### src/rtl/aes_encipher.sv
// Iterative AES-128/AES-256 forward cipher, one round per clock.
// Round keys come from an external key store indexed by the round output.
module aes_encipher (
  input  logic         clk,
  input  logic         rst_n,
  input  logic         next,
  input  logic         keylen,
  output logic [3:0]   round,
  input  logic [127:0] round_key,
  input  logic [127:0] block,
  output logic [127:0] new_block,
  output logic         ready
);

  localparam int unsigned BLK_W = 128;
  localparam int unsigned RND_W = 4;
  localparam logic [RND_W-1:0] NR_128 = RND_W'(10);
  localparam logic [RND_W-1:0] NR_256 = RND_W'(14);

  // Forward S-box, byte x stored at bits [(255-x)*8 +: 8].
  localparam logic [2047:0] SBOX = {
    128'h637c777bf26b6fc53001672bfed7ab76, 128'hca82c97dfa5947f0add4a2af9ca472c0,
    128'hb7fd9326363ff7cc34a5e5f171d83115, 128'h04c723c31896059a071280e2eb27b275,
    128'h09832c1a1b6e5aa0523bd6b329e32f84, 128'h53d100ed20fcb15b6acbbe394a4c58cf,
    128'hd0efaafb434d338545f9027f503c9fa8, 128'h51a3408f929d38f5bcb6da2110fff3d2,
    128'hcd0c13ec5f974417c4a77e3d645d1973, 128'h60814fdc222a908846eeb814de5e0bdb,
    128'he0323a0a4906245cc2d3ac629195e479, 128'he7c8376d8dd54ea96c56f4ea657aae08,
    128'hba78252e1ca6b4c6e8dd741f4bbd8b8a, 128'h703eb5664803f60e613557b986c11d9e,
    128'he1f8981169d98e949b1e87e9ce5528df, 128'h8ca1890dbfe6426841992d0fb054bb16
  };

  typedef enum logic [1:0] {IDLE, INIT, MAIN} state_e;

  state_e           state_q, state_d;
  logic [RND_W-1:0] round_q, round_d;
  logic             keylen_q, keylen_d;
  logic [BLK_W-1:0] block_q, block_d;
  logic             ready_q, ready_d;

  logic [BLK_W-1:0] sr_c;
  logic [BLK_W-1:0] mc_c;
  logic [RND_W-1:0] nr_c;

  function automatic logic [7:0] sbox(input logic [7:0] x);
    return SBOX[{~x, 3'b000} +: 8];
  endfunction

  function automatic logic [7:0] xtime(input logic [7:0] b);
    return {b[6:0], 1'b0} ^ (b[7] ? 8'h1b : 8'h00);
  endfunction

  // SubBytes + ShiftRows: byte (row r, col c) takes the S-box of (r, c+r mod 4).
  function automatic logic [BLK_W-1:0] sub_shift(input logic [BLK_W-1:0] s);
    logic [BLK_W-1:0] o;
    o = '0;
    for (int c = 0; c < 4; c++) begin
      for (int r = 0; r < 4; r++) begin
        o[(15 - (4*c + r))*8 +: 8] = sbox(s[(15 - (4*((c + r) % 4) + r))*8 +: 8]);
      end
    end
    return o;
  endfunction

  function automatic logic [BLK_W-1:0] mix_columns(input logic [BLK_W-1:0] s);
    logic [BLK_W-1:0] o;
    logic [7:0] a0, a1, a2, a3;
    o = '0;
    for (int c = 0; c < 4; c++) begin
      a0 = s[(15 - 4*c)*8 +: 8];
      a1 = s[(14 - 4*c)*8 +: 8];
      a2 = s[(13 - 4*c)*8 +: 8];
      a3 = s[(12 - 4*c)*8 +: 8];
      o[(15 - 4*c)*8 +: 8] = xtime(a0) ^ xtime(a1) ^ a1 ^ a2 ^ a3;
      o[(14 - 4*c)*8 +: 8] = a0 ^ xtime(a1) ^ xtime(a2) ^ a2 ^ a3;
      o[(13 - 4*c)*8 +: 8] = a0 ^ a1 ^ xtime(a2) ^ xtime(a3) ^ a3;
      o[(12 - 4*c)*8 +: 8] = xtime(a0) ^ a0 ^ a1 ^ a2 ^ xtime(a3);
    end
    return o;
  endfunction

  assign sr_c = sub_shift(block_q);
  assign mc_c = mix_columns(sr_c);
  assign nr_c = keylen_q ? NR_256 : NR_128;

  always_ff @(posedge clk or negedge rst_n) begin
    if (!rst_n) begin
      state_q  <= IDLE;
      round_q  <= '0;
      keylen_q <= 1'b0;
      block_q  <= '0;
      ready_q  <= 1'b0;
    end else begin
      state_q  <= state_d;
      round_q  <= round_d;
      keylen_q <= keylen_d;
      block_q  <= block_d;
      ready_q  <= ready_d;
    end
  end

  always_comb begin
    state_d  = state_q;
    round_d  = round_q;
    keylen_d = keylen_q;
    block_d  = block_q;
    ready_d  = ready_q;
    unique case (state_q)
      IDLE: begin
        if (next) begin
          block_d  = block;
          keylen_d = keylen;
          ready_d  = 1'b0;
          round_d  = '0;
          state_d  = INIT;
        end
      end
      INIT: begin
        block_d = block_q ^ round_key;
        round_d = RND_W'(1);
        state_d = MAIN;
      end
      MAIN: begin
        // Final round omits MixColumns and hands the result back to IDLE.
        if (round_q == nr_c) begin
          block_d = sr_c ^ round_key;
          round_d = '0;
          ready_d = 1'b1;
          state_d = IDLE;
        end else begin
          block_d = mc_c ^ round_key;
          round_d = round_q + RND_W'(1);
        end
      end
      default: state_d = IDLE;
    endcase
  end

  assign round     = round_q;
  assign new_block = block_q;
  assign ready     = ready_q;

endmodule

### config.mk
export PLATFORM = sky130hd
export DESIGN_NAME = aes_encipher
export DESIGN_NICKNAME = d
export VERILOG_FILES = /design/src/rtl/aes_encipher.sv
export SDC_FILE = /design/constraint.sdc
export NUM_CORES = 2
export LEC_CHECK = 0
export CAP_MARGIN = 30
export CORE_MARGIN = 2
export CORE_UTILIZATION = 29
export DETAILED_ROUTE_END_ITERATION = 8
export SLEW_MARGIN = 10
export SYNTH_ARGS = -nofsm -noshare
export SYNTH_HDL_FRONTEND = slang
export SYNTH_SLANG_ARGS = --single-unit
### constraint.sdc
create_clock -name clk -period 4.6 [get_ports clk]
set_clock_uncertainty 0.2 [all_clocks]
set_input_delay 0.69 -clock clk [delete_from_list [all_inputs] [get_ports clk]]
set_output_delay 0.69 -clock clk [all_outputs]
set_load 0.005 [all_outputs]
# == Yosys cells after proc, flatten, opt, wreduce, memory -nomap -nowiden ==
# Cells that the tools add are included.
# totals
reg_bits,136
elab_cells,162
input_bits,260
out_inout_bits,133
# classes
muxes,29
reduce_logical,7
bitwise,99
n_eq_ne,5
add_sub_neg,1
shifts,16
# op_table
op,n
$shiftx 2048x12->8 const A,16
$xor 8x8->8,64
$pmux 128 s3,1
$xor 128x128->128,3
$mux 128,2
$not 8->8,16
$xor 8x5->8,16
$mux 5,16
$pmux 4 s3,1
$mux 4,2
$pmux 2 s3,1
$reduce_and 2->1,3
$add 4x1->4 const B,1
$eq 4x4->1,1
$mux 2,2
$ne 2x2->1 const B,2
$mux 3,1
$reduce_and 3->1,1
$reduce_bool 3->1,1
$eq 2x1->1 const B,1
$eq 2x2->1 const B,1
$logic_not 2->1,1
$mux 1,2
$pmux 1 s2,1
$reduce_bool 2->1,1

# == Depth between registers and ports, before layout ==
# logic_depth
depth_word,11
depth_mapped,19
ltp_nobuf,15

# == Worst setup path before layout ==
# Ideal clock, no wire load.
# synth_path
path_type,reg-to-reg
startpoint,"register block_q[73], in the netlist new_block[73]"
endpoint,"register block_q[20], in the netlist new_block[20]"
setup_ns,0.124
t_arrival_ns,4.646
t_required_ns,4.276
path_buffers,4
stages_incl_launch_ff,18
slack_ns,-0.370
path_cell_list,dfrtp_1 clkbuf_1 buf_2 clkbuf_1 inv_1 ha_1 clkbuf_1 or2_2 a311oi_1 a311o_1 nand4_1 a221oi_1 xnor2_1 xnor2_1 and3_1 or3_1 mux2i_1 a211o_1
# synth_via
elab_chain_len,10
# synth_lines
element,line,rtl
start: declaration,37,"logic [BLK_W-1:0] block_q, block_d;"
start signal: assignment,96,block_q <= block_d;
$not 8->8 (*),45,"return SBOX[{~x, 3'b000} +: 8];"
$shiftx 2048x12->8 (*),45,
$mux 5,49,"return {b[6:0], 1'b0} ^ (b[7] ? 8'h1b : 8'h00);"
$xor 8x5->8,49,
$xor 8x8->8,74,o[(14 - 4*c)*8 +: 8] = a0 ^ xtime(a1) ^ xtime(a2) ^ a2 ^ a3;
$xor 8x8->8 (*) (2 in series),74,
$xor 128x128->128 (*),130,block_d = mc_c ^ round_key;
$mux 128 (*),124,if (round_q == nr_c) begin
$pmux 128 s3 (*),107,unique case (state_q)
# Mark *: on every way between the ends. The rest lies on a longest branch, timed or not.
# A chain may end at the register's enable or synchronous reset.

# == Worst setup path after layout ==
# layout_path
startpoint,"register block_q[42], in the netlist new_block[42]"
endpoint,"register block_q[116], in the netlist new_block[116]"
# Same word-level chain as after synthesis.

==> results.cfg <==
[place]
gp_congestion = 1.10
placed_cells = 14300
portBuffers = 392
dp_hpwl_um = 372000

[critical_path]
critical_path.max_fanout = 37
reg2reg_from = new_block[42]$_DFFE_PN0P_
rrSetupSlack_ns = -0.08
slowest_stage = a222oi_1
worst_ep_required_time_ns = 4.91
setup.worst_path.class = reg2reg
worst-path-buf-inv = 2
max_stage_delay_ns = 0.69
r2r-end = new_block[116]$_DFFE_PN0P_
rr_worst_depth = 14
path_delay_family = compound AO/OA/AOI/OAI gates
end_kind = register
cp-start-kind = register
worstPathArrival_ns = 4.98
path_cells = buf_12 -> and2_1 -> a2111oi_0 -> nor4_1 -> o41ai_1 -> o22ai_1 -> buf_4 -> xor3_1 -> xor2_1 -> xnor2_2 -> a222oi_1 -> xnor2_1 -> nand2_1 -> a22oi_1

[synthesis]
synth.most_common_cell = a21oi_1
synth-async-reset-ratio = 1.00
synth_area_leaders = a21oi_1, dfrtp_1, mux4_2
syn_area_um2 = 67900
syn_area_per_cell_um2 = 6.77
synth_common_cells = a21oi_1, nand2_1, clkbuf_1
yosysWarnings = 0
synth_ff_type = dfrtp_1
syn_nets = 10500
netlist_instances = 10000
synth_top_cell_by_area = a21oi_1
synth_seq_area_share = 0.0501
netlist.area_leader.share = 0.0599
synth_edf_count = 0
ys_ff_latch = 136
yosysUniqueCellTypes = 117

[timing]
setup_viol = 5
rsz0062_at_grt = true
finalCritPeriodShare = 1.02
worst_pin_slew_ns = 1.04
min_period_ns = 4.68
finalMaxSlewViolations = 0
whs_ns = -0.00325
slew-limit-headroom = 0.304
setup_ws_ns = -0.0786
fmax_ghz = 0.214
hold_viol_final = 1

[drt]
via_per_inst = 6.69
wl_per_cell_um = 33.5
finalWirelength_um = 483000
ant_nets = 0
drc_errors = 1
vias = 96500
drt_iter0_markers = 16800
firstDrtPassIters = 9

[clocking]
clk_path_buf_depth = 2
cts_tree = built
clk_pin_slew_worst_paths_ns = 0.10
clkSinkCount = 136
htree_levels = 4
cts-root-buf = clkbuf_16
clock_latency_ns = 0.60
hold_buffers = 0
numCtsBuffers = 17

[outcome]
violations = design-rule violations, negative hold slack, negative setup slack
status = finished with violations

[finish]
num-fill-cells = 24600
ff_latch_area_um2 = 3550
final_cells = 14400
syn2layout_area_growth_pct = 34.6
nets = 11800
drive_above_1_share = 0.265
multiInputGateArea_um2 = 61100

[floorplanning]
die_h_um = 488
dieArea_um2 = 238000
num_rows = 177
ioPinCount = 393
core_um2 = 233000
initial_utilization = 0.292
die_w_um = 488

[global_routing]
grt_overflow = 0
grt_pass1_vias = 90000
grt_pass1_wl_um = 680000
antenna_found_initial = 16
grt_max_degree = 107
track_usage = 0.385

[worst_hold_path]
hp-class = in2async

[job]
maxCapViolCount = 0
stage by stage:
step	cell area (um^2)	TNS, ns	utilization	hold WS, ns	setup WS [ns]
2_1_floorplan	67900	-0.0331	-	0.194	-0.0331
3_3_place_gp	87600	-6.18	0.376	0.321	-0.576
3_5_place_dp	87600	-5.54	0.376	0.326	-0.560
4_1_cts	88700	-0.173	0.381	0.0287	-0.0864
5_1_grt	91400	-1.13	0.393	0.0433	-0.185
6_report	91400	-0.172	0.393	-0.00325	-0.0786
state kept, by name (all words and copies together) (netlist names):
| name | flops |
|---|---|
| ready | 1 |
| round | 4 |
| keylen_q | 1 |
| new_block | 128 |
| state_q | 2 |
layout by cell type, fill, tap and decap left out, types with 57 or more instances in the layout:
| master | netlist | routed |
|---|---|---|
| buf_4 | 44 | 1851 |
| a21oi_1 | 812 | 794 |
| nand2_1 | 758 | 748 |
| o21ai_0 | 649 | 631 |
| nor2_1 | 602 | 583 |
| clkdlybuf4s50_1 | 0 | 391 |
| nor3_1 | 383 | 374 |
| nand2b_1 | 374 | 357 |
| nor2b_1 | 375 | 339 |
| nand3_1 | 323 | 321 |
| xnor2_1 | 333 | 293 |
| a31oi_1 | 177 | 173 |
| o211ai_1 | 165 | 165 |
| ha_1 | 240 | 163 |
| a311oi_1 | 174 | 162 |
| a211oi_1 | 177 | 162 |
| buf_12 | 0 | 154 |
| mux4_2 | 147 | 147 |
| xor2_1 | 160 | 141 |
| o311ai_0 | 153 | 140 |
| o22ai_1 | 137 | 136 |
| mux2i_1 | 139 | 136 |
| o31ai_1 | 125 | 123 |
| inv_1 | 137 | 121 |
| or3_1 | 112 | 111 |
| or2_2 | 114 | 108 |
| and2_1 | 113 | 107 |
| and3_1 | 107 | 106 |
| a22oi_1 | 93 | 86 |
| o221ai_1 | 85 | 79 |
| dfrtp_1 | 136 | 77 |
| a211o_1 | 69 | 68 |
| a221oi_1 | 84 | 68 |
| nand4_1 | 65 | 65 |
| mux2_2 | 65 | 64 |
| a21o_1 | 63 | 63 |
| nor3b_1 | 65 | 60 |
| o2111ai_1 | 59 | 57 |
| o311a_1 | 57 | 57 |
per-layer routing:
layer	up-vias	share of wire	global-route usage
met5	-	0.00013	0
met3	1926	0.11	0.0916
met1	46100	0.38	0.484
met4	10	0.091	0.276
li1	40700	-	-
met2	7782	0.42	0.573
worst max path at each step:
stage / endpoint / from / slack, ns / cells past startpoint
2_1_floorplan: new_block[20]$_DFFE_PN0P_ / new_block[73]$_DFFE_PN0P_ / -0.03 / 16
3_3_place_gp: new_block[83]$_DFFE_PN0P_ / new_block[49]$_DFFE_PN0P_ / -0.58 / 20
3_5_place_dp: new_block[83]$_DFFE_PN0P_ / new_block[49]$_DFFE_PN0P_ / -0.56 / 20
4_1_cts: new_block[116]$_DFFE_PN0P_ / new_block[120]$_DFFE_PN0P_ / -0.09 / 14
5_1_grt: new_block[52]$_DFFE_PN0P_ / new_block[105]$_DFFE_PN0P_ / -0.19 / 19
6_report: new_block[116]$_DFFE_PN0P_ / new_block[42]$_DFFE_PN0P_ / -0.08 / 14
cells by family (layout without fill, tap and decap cells):
| family | after synthesis | count (layout) | synth area share |
|---|---|---|---|
| buffers and inverters | 1388 | 2651 | 0.0865 |
| XOR/XNOR | 535 | 535 | 0.0772 |
| flip-flops | 136 | 136 | 0.0501 |
| other | 0 | 9 | 0 |
| AND/OR/NAND/NOR | 3621 | 3621 | 0.277 |
| adder cells (fa/ha/maj) | 240 | 240 | 0.0442 |
| AO/OA/AOI/OAI | 3750 | 3750 | 0.384 |
| multiplexers | 354 | 354 | 0.0805 |
area by class of cell:
type                    count  area share
multi-input cells        8500       0.669
clock buffers              18     0.00470
well taps                3132      0.0429
clock inverters            14     0.00207
flip-flops and latches    136      0.0388
inverters                 175     0.00739
diodes                      9    0.000246
repair buffers           2444       0.235
what timing repair did:
| item | CTS | global route |
|---|---|---|
| endpoints found under the setup margin | 67 | 109 |
| pin swaps | 10 | 91 |
| gates cloned | 0 | 1 |
| gates resized for setup | 99 | 485 |
| setup buffers | 2 | 61 |
Power is left out: the tool's default activity adds up to more than one toggle a clock period on the data nets, which glitch-free logic cannot reach.
